`src/rtl/dm_access_arbiter.sv`:
```
// Round-robin arbiter sharing one data-memory port between NUM_CORES requesters.
// Define DM_ARB_FIXED_PRIO_EN for fixed priority (core 0 highest) instead.
module dm_access_arbiter #(
  parameter int NUM_CORES = 4,
  parameter int ADDR_W    = 16,
  parameter int DATA_W    = 16,
  parameter int MEM_LAT   = 2
) (
  input  logic                        clk,
  input  logic                        rst,
  input  logic [NUM_CORES-1:0]        req,
  input  logic [NUM_CORES-1:0]        we,
  input  logic [NUM_CORES*ADDR_W-1:0] addr,
  input  logic [NUM_CORES*DATA_W-1:0] wdata,
  output logic [NUM_CORES-1:0]        ack,
  output logic [DATA_W-1:0]           rdata,
  output logic [ADDR_W-1:0]           mem_addr,
  output logic [DATA_W-1:0]           mem_wdata,
  output logic                        mem_we,
  input  logic [DATA_W-1:0]           mem_rdata,
  output logic                        busy
);

  localparam int IDX_W = (NUM_CORES > 1) ? $clog2(NUM_CORES) : 1;
  localparam int CNT_W = (MEM_LAT > 1) ? $clog2(MEM_LAT) : 1;

  typedef enum logic [1:0] {
    IDLE,
    ACCESS,
    DONE
  } state_e;

  state_e             state_q, state_d;
  logic [IDX_W-1:0]   gnt_q, gnt_d;
  logic [IDX_W-1:0]   pick;
  logic [CNT_W-1:0]   cnt_q, cnt_d;
  logic               we_q, we_d;
  logic [ADDR_W-1:0]  addr_q, addr_d;
  logic [DATA_W-1:0]  wdata_q, wdata_d;
  logic [DATA_W-1:0]  rdata_q, rdata_d;

`ifdef DM_ARB_FIXED_PRIO_EN
  always_comb begin
    pick = '0;
    for (int i = NUM_CORES - 1; i >= 0; i--) begin
      if (req[i]) pick = IDX_W'(i);
    end
  end
`else
  logic [IDX_W-1:0] rr_ptr_q, rr_ptr_d;
  logic [IDX_W:0]   cand;
  logic             hit;

  // Scan rr_ptr, rr_ptr+1, ... modulo NUM_CORES; first set req wins.
  always_comb begin
    pick = '0;
    hit  = 1'b0;
    cand = '0;
    for (int k = 0; k < NUM_CORES; k++) begin
      cand = {1'b0, rr_ptr_q} + (IDX_W+1)'(k);
      if (cand >= (IDX_W+1)'(NUM_CORES)) begin
        cand = cand - (IDX_W+1)'(NUM_CORES);
      end
      if (!hit && req[cand[IDX_W-1:0]]) begin
        hit  = 1'b1;
        pick = cand[IDX_W-1:0];
      end
    end
  end
`endif

  always_comb begin
    state_d = state_q;
    gnt_d   = gnt_q;
    cnt_d   = cnt_q;
    we_d    = we_q;
    addr_d  = addr_q;
    wdata_d = wdata_q;
    rdata_d = rdata_q;
`ifndef DM_ARB_FIXED_PRIO_EN
    rr_ptr_d = rr_ptr_q;
`endif
    case (state_q)
      IDLE: begin
        if (|req) begin
          gnt_d   = pick;
          we_d    = we[pick];
          addr_d  = addr[int'(pick)*ADDR_W +: ADDR_W];
          wdata_d = wdata[int'(pick)*DATA_W +: DATA_W];
          cnt_d   = CNT_W'(MEM_LAT - 1);
          state_d = ACCESS;
        end
      end
      ACCESS: begin
        if (cnt_q == '0) begin
          if (!we_q) rdata_d = mem_rdata;
          state_d = DONE;
        end else begin
          cnt_d = cnt_q - 1'b1;
        end
      end
      DONE: begin
        state_d = IDLE;
`ifndef DM_ARB_FIXED_PRIO_EN
        rr_ptr_d = (gnt_q == IDX_W'(NUM_CORES - 1)) ? '0 : gnt_q + 1'b1;
`endif
      end
      default: state_d = IDLE;
    endcase
  end

  always_ff @(posedge clk) begin
    if (rst) begin
      state_q  <= IDLE;
      gnt_q    <= '0;
      cnt_q    <= '0;
      we_q     <= 1'b0;
      addr_q   <= '0;
      wdata_q  <= '0;
      rdata_q  <= '0;
`ifndef DM_ARB_FIXED_PRIO_EN
      rr_ptr_q <= '0;
`endif
    end else begin
      state_q  <= state_d;
      gnt_q    <= gnt_d;
      cnt_q    <= cnt_d;
      we_q     <= we_d;
      addr_q   <= addr_d;
      wdata_q  <= wdata_d;
      rdata_q  <= rdata_d;
`ifndef DM_ARB_FIXED_PRIO_EN
      rr_ptr_q <= rr_ptr_d;
`endif
    end
  end

  // Latched regs only change on a grant, so they hold outside ACCESS.
  always_comb begin
    ack = '0;
    if (state_q == DONE) ack[gnt_q] = 1'b1;
  end

  assign mem_addr  = addr_q;
  assign mem_wdata = wdata_q;
  assign mem_we    = (state_q == ACCESS) && we_q;
  assign busy      = (state_q != IDLE);
  assign rdata     = rdata_q;

endmodule

```
`config.mk`:
```
export PLATFORM = sky130hd
export DESIGN_NAME = dm_access_arbiter
export DESIGN_NICKNAME = d
export VERILOG_FILES = /design/src/rtl/dm_access_arbiter.sv
export SDC_FILE = /design/constraint.sdc
export NUM_CORES = 1
export LEC_CHECK = 0
export ABC_CLOCK_PERIOD_IN_PS = 1970
export CORE_AREA = 2 2 96 98
export DETAILED_ROUTE_END_ITERATION = 12
export DIE_AREA = 0 0 98 100
export HOLD_SLACK_MARGIN = 0.12
export PLACE_DENSITY = 0.78
export SYNTH_ARGS = -nofsm -noshare
export SYNTH_HDL_FRONTEND = slang
export SYNTH_SLANG_ARGS = --single-unit
```
`constraint.sdc`:
```
create_clock -name clk -period 1.97 [get_ports clk]
set_input_delay 0.197 -clock clk [delete_from_list [all_inputs] [get_ports clk]]
set_output_delay 0.197 -clock clk [all_outputs]
set_load 0.01 [all_outputs]
```
==> summary.md <==
| Metric | Value |
|---|---|
| Outcome | completed |
| Vias | 3,046 |
| Final setup viols | 0 |
| Leak pwr | 0.00193 µW |
| Critical path peak fanout | 7 |
| RSZ-0062 raised after global routing | false |
| TritonRoute pass-1 iters | 4 |
| Overall Global Routing Usage | 19.0% |
| Largest net degree at the start of global routing | 29 |
| Final Critical Period | 1.85 ns |
| Sink Count | 56 |
| Worst path slowest cell | clkdlybuf4s50_1 |
| Crit path launch type | register |
| Core Box Area | 8890 µm² |
| Comb pwr share | 38.0% |
| Mapped Nets | 468 |
| Cell with the most instances after synthesis | mux2i_1 |
| Placed cell area | 5320 µm² |
| Port bufs | 207 |
| Post-Syn Instances | 310 |
| Inserted Clock Buffers | 5 |
| Arr. time, crit path | 1.66 ns |
| Gpl congestion | 0.805 |
| Layout area overhead | 75.5% |
| Seq/Total Area, Yosys | 36.4% |
| Clock power frac | 20.4% |
| FP Rows | 35 |
| Die height | 100 µm |
| P per Cell Area | 596 nW/µm² |
| VDD IR max | 0.373 mV |
| Routed vias/inst | 4.87 |
| Top cells by count, synth | mux2i_1, nand2_1, dfxtp_1, o221ai_2, a21oi_1 |
| GRT overflow | 0 |
| Layout Cell Area excl Fill | 5410 µm² |
| Worst Max-Slew Pin Slew | 0.541 ns |
| Achievable Freq | 540 MHz |
| Max_cap viols | 0 |
| Initial Util | 34.7% |
| Die ar. | 9800 µm² |
| Post-route DRC violation count | 0 |
| DR iter-0 viols | 44 |
| CTS tree | yes |
| Yosys top cell by area | dfxtp_1 |
| Net Sw Frac | 29.8% |
| Prevailing post-synth register cell | dfxtp_1 |
| Core Util, Final | 60.9% |
| CP Class | reg2out |
| Reg power frac | 41.6% |
| WL final | 9740 µm |
| Clk slew on worst S/H paths | 0.11 ns |
| Post-Syn Area | 3080 µm² |
| WL/cell | 15.6 µm |
| Ys async rst share | 0% |
| Synth top area share | 36.4% |
| Post-synth EDFFs | 0 |
| Hold WC Path Type | in2reg |
| Nets | 671 |
| DRT antenna net count | 0 |
| YS warnings | 0 |
| Vias in the first global route | 3,157 |
| Relative slew slack | 64.0% |
| Top cells by area, synth | dfxtp_1, mux2i_1, o221ai_2 |
| CP required | 1.77 ns |
| Clk buf depth | 2 |
| Final Cycle Share | 94.1% |
| Sw power | 962 µW |
| Antenna diode count | 0 |
| Hold Fails Final Rpt | 0 |
| Pint | 2260 µW |
| First-pass GRT wire length | 15,300 µm |
| Clock Tree Root | clkbuf_8 |
| H-tree depth | 2 |
| Share of layout cells above drive strength 1 | 12.1% |
| Die W | 98 µm |
| Slew Viols, Final | 0 |
| Post-Syn Area per Cell | 9.95 µm² |
| Dpl hpwl | 7890 µm |
| Clk_lat worst skew | 0.31 ns |
| Worst-path cell chain | nor2b_2, and2_1, clkdlybuf4s50_1 |
| I/O pin count | 208 |
| Largest stage delay on the critical path | 0.53 ns |
| Layout fillers | 775 |
| Number of distinct library cells after synthesis | 28 |
| Initial antenna violation count | 0 |
| Setup TNS | 0 ns |
| Yosys reg bits | 56 |
| Clk_skew | 0.00592 ns |
| Element type at the critical path end | primary output |
==> what timing repair did <==
item / 4_1_cts / 5_1_grt
hold buffers: 0 / 0
buffers inserted: 0 / 0
endpoints found under the setup margin: 4 / 0
gates resized for setup: 1 / 0
==> power groups by stage <==
stage	registers (µW)	logic (µW)	clock network (µW)
detailed placement	1370	1240	0
floorplan	1420	504	0
finish	1340	1230	656
global placement	1360	1210	0
global route	1360	1320	723
CTS	1340	1240	685
==> worst max-delay path, delay by kind of cell, from the launching register on <==
kind                   cells  cell delay [ns]
buffers and inverters      1             0.53
AND/OR/NAND/NOR            2             0.45
flip-flops                 1             0.37
==> cells by family (layout without fill, tap and decap cells) <==
family	after synthesis	count (layout)	synth area share [%]
AO/OA/AOI/OAI	60	60	21.0
AND/OR/NAND/NOR	91	91	12.5
flip-flops	56	56	36.4
multiplexers	69	69	22.4
buffers and inverters	30	234	6.09
adder cells (fa/ha/maj)	4	4	1.62
==> flip-flops by register name, indices dropped and copies added, names as in the netlist <==
name	flops
mem_addr	16
mem_wdata	16
rdata	16
gnt_q	2
rr_ptr_q	2
state_q	2
cnt_q	1
we_q	1
==> area by class of cell <==
type | count | area (µm²) | share of cell area, %
Tap cell | 111 | 139 | 2.57
Clock inverter | 3 | 22.5 | 0.416
Clock buffer | 5 | 68.8 | 1.27
Sequential cell | 56 | 1120 | 20.7
Inverter | 6 | 22.5 | 0.416
Multi-Input combinational cell | 224 | 1790 | 33.1
Timing Repair Buffer | 220 | 2240 | 41.5
==> layout by cell type, fill, tap and decap left out, types with 2 or more instances in the layout <==
cell type	count
nand2_1	66
a21oi_1	22
mux2i_1	69
ha_1	4
o221ai_1	2
nand2b_1	3
buf_12	6
and2_1	4
clkbuf_8	5
clkdlybuf4s50_1	207
dfxtp_1	56
nor2_1	8
buf_4	7
nor2b_2	2
o221ai_2	31
inv_1	5
==> metal layers <==
| layer | wire [µm] | vias up | track usage [%] |
|---|---|---|---|
| met2 | 4810 | 129 | 33.9 |
| met4 | 162 | 0 | 4.59 |
| met3 | 694 | 13 | 5.29 |
| met1 | 4070 | 1387 | 22.7 |
| met5 | 0 | - | 0 |
| li1 | - | 1517 | - |
==> worst paths after layout <==
| check | cells after the start | startpoint | slack [ns] | end |
|---|---|---|---|---|
| setup / recovery | 3 | state_q[1] | 0.12 | ack[3] |
| hold / removal | 3 | mem_rdata[13] | 0.42 | rdata[13] |
| setup reg to reg | 6 | rr_ptr_q[1] | 0.31 | mem_addr[1] |
| hold reg to reg | 2 | rdata[13] | 0.46 | rdata[13] |
==> metrics by stage <==
step	power, µW	hold WS (ns)	std cells	setup slack [ns]
detailed placement	2610	0.450	617	-0.0440
floorplan	1920	0.333	310	0.451
global placement	2570	0.442	617	-0.0476
finish	3220	0.422	625	0.117
CTS	3270	0.412	625	0.102
global route	3400	0.421	625	0.0280
(Power assumes the default switching activity.)
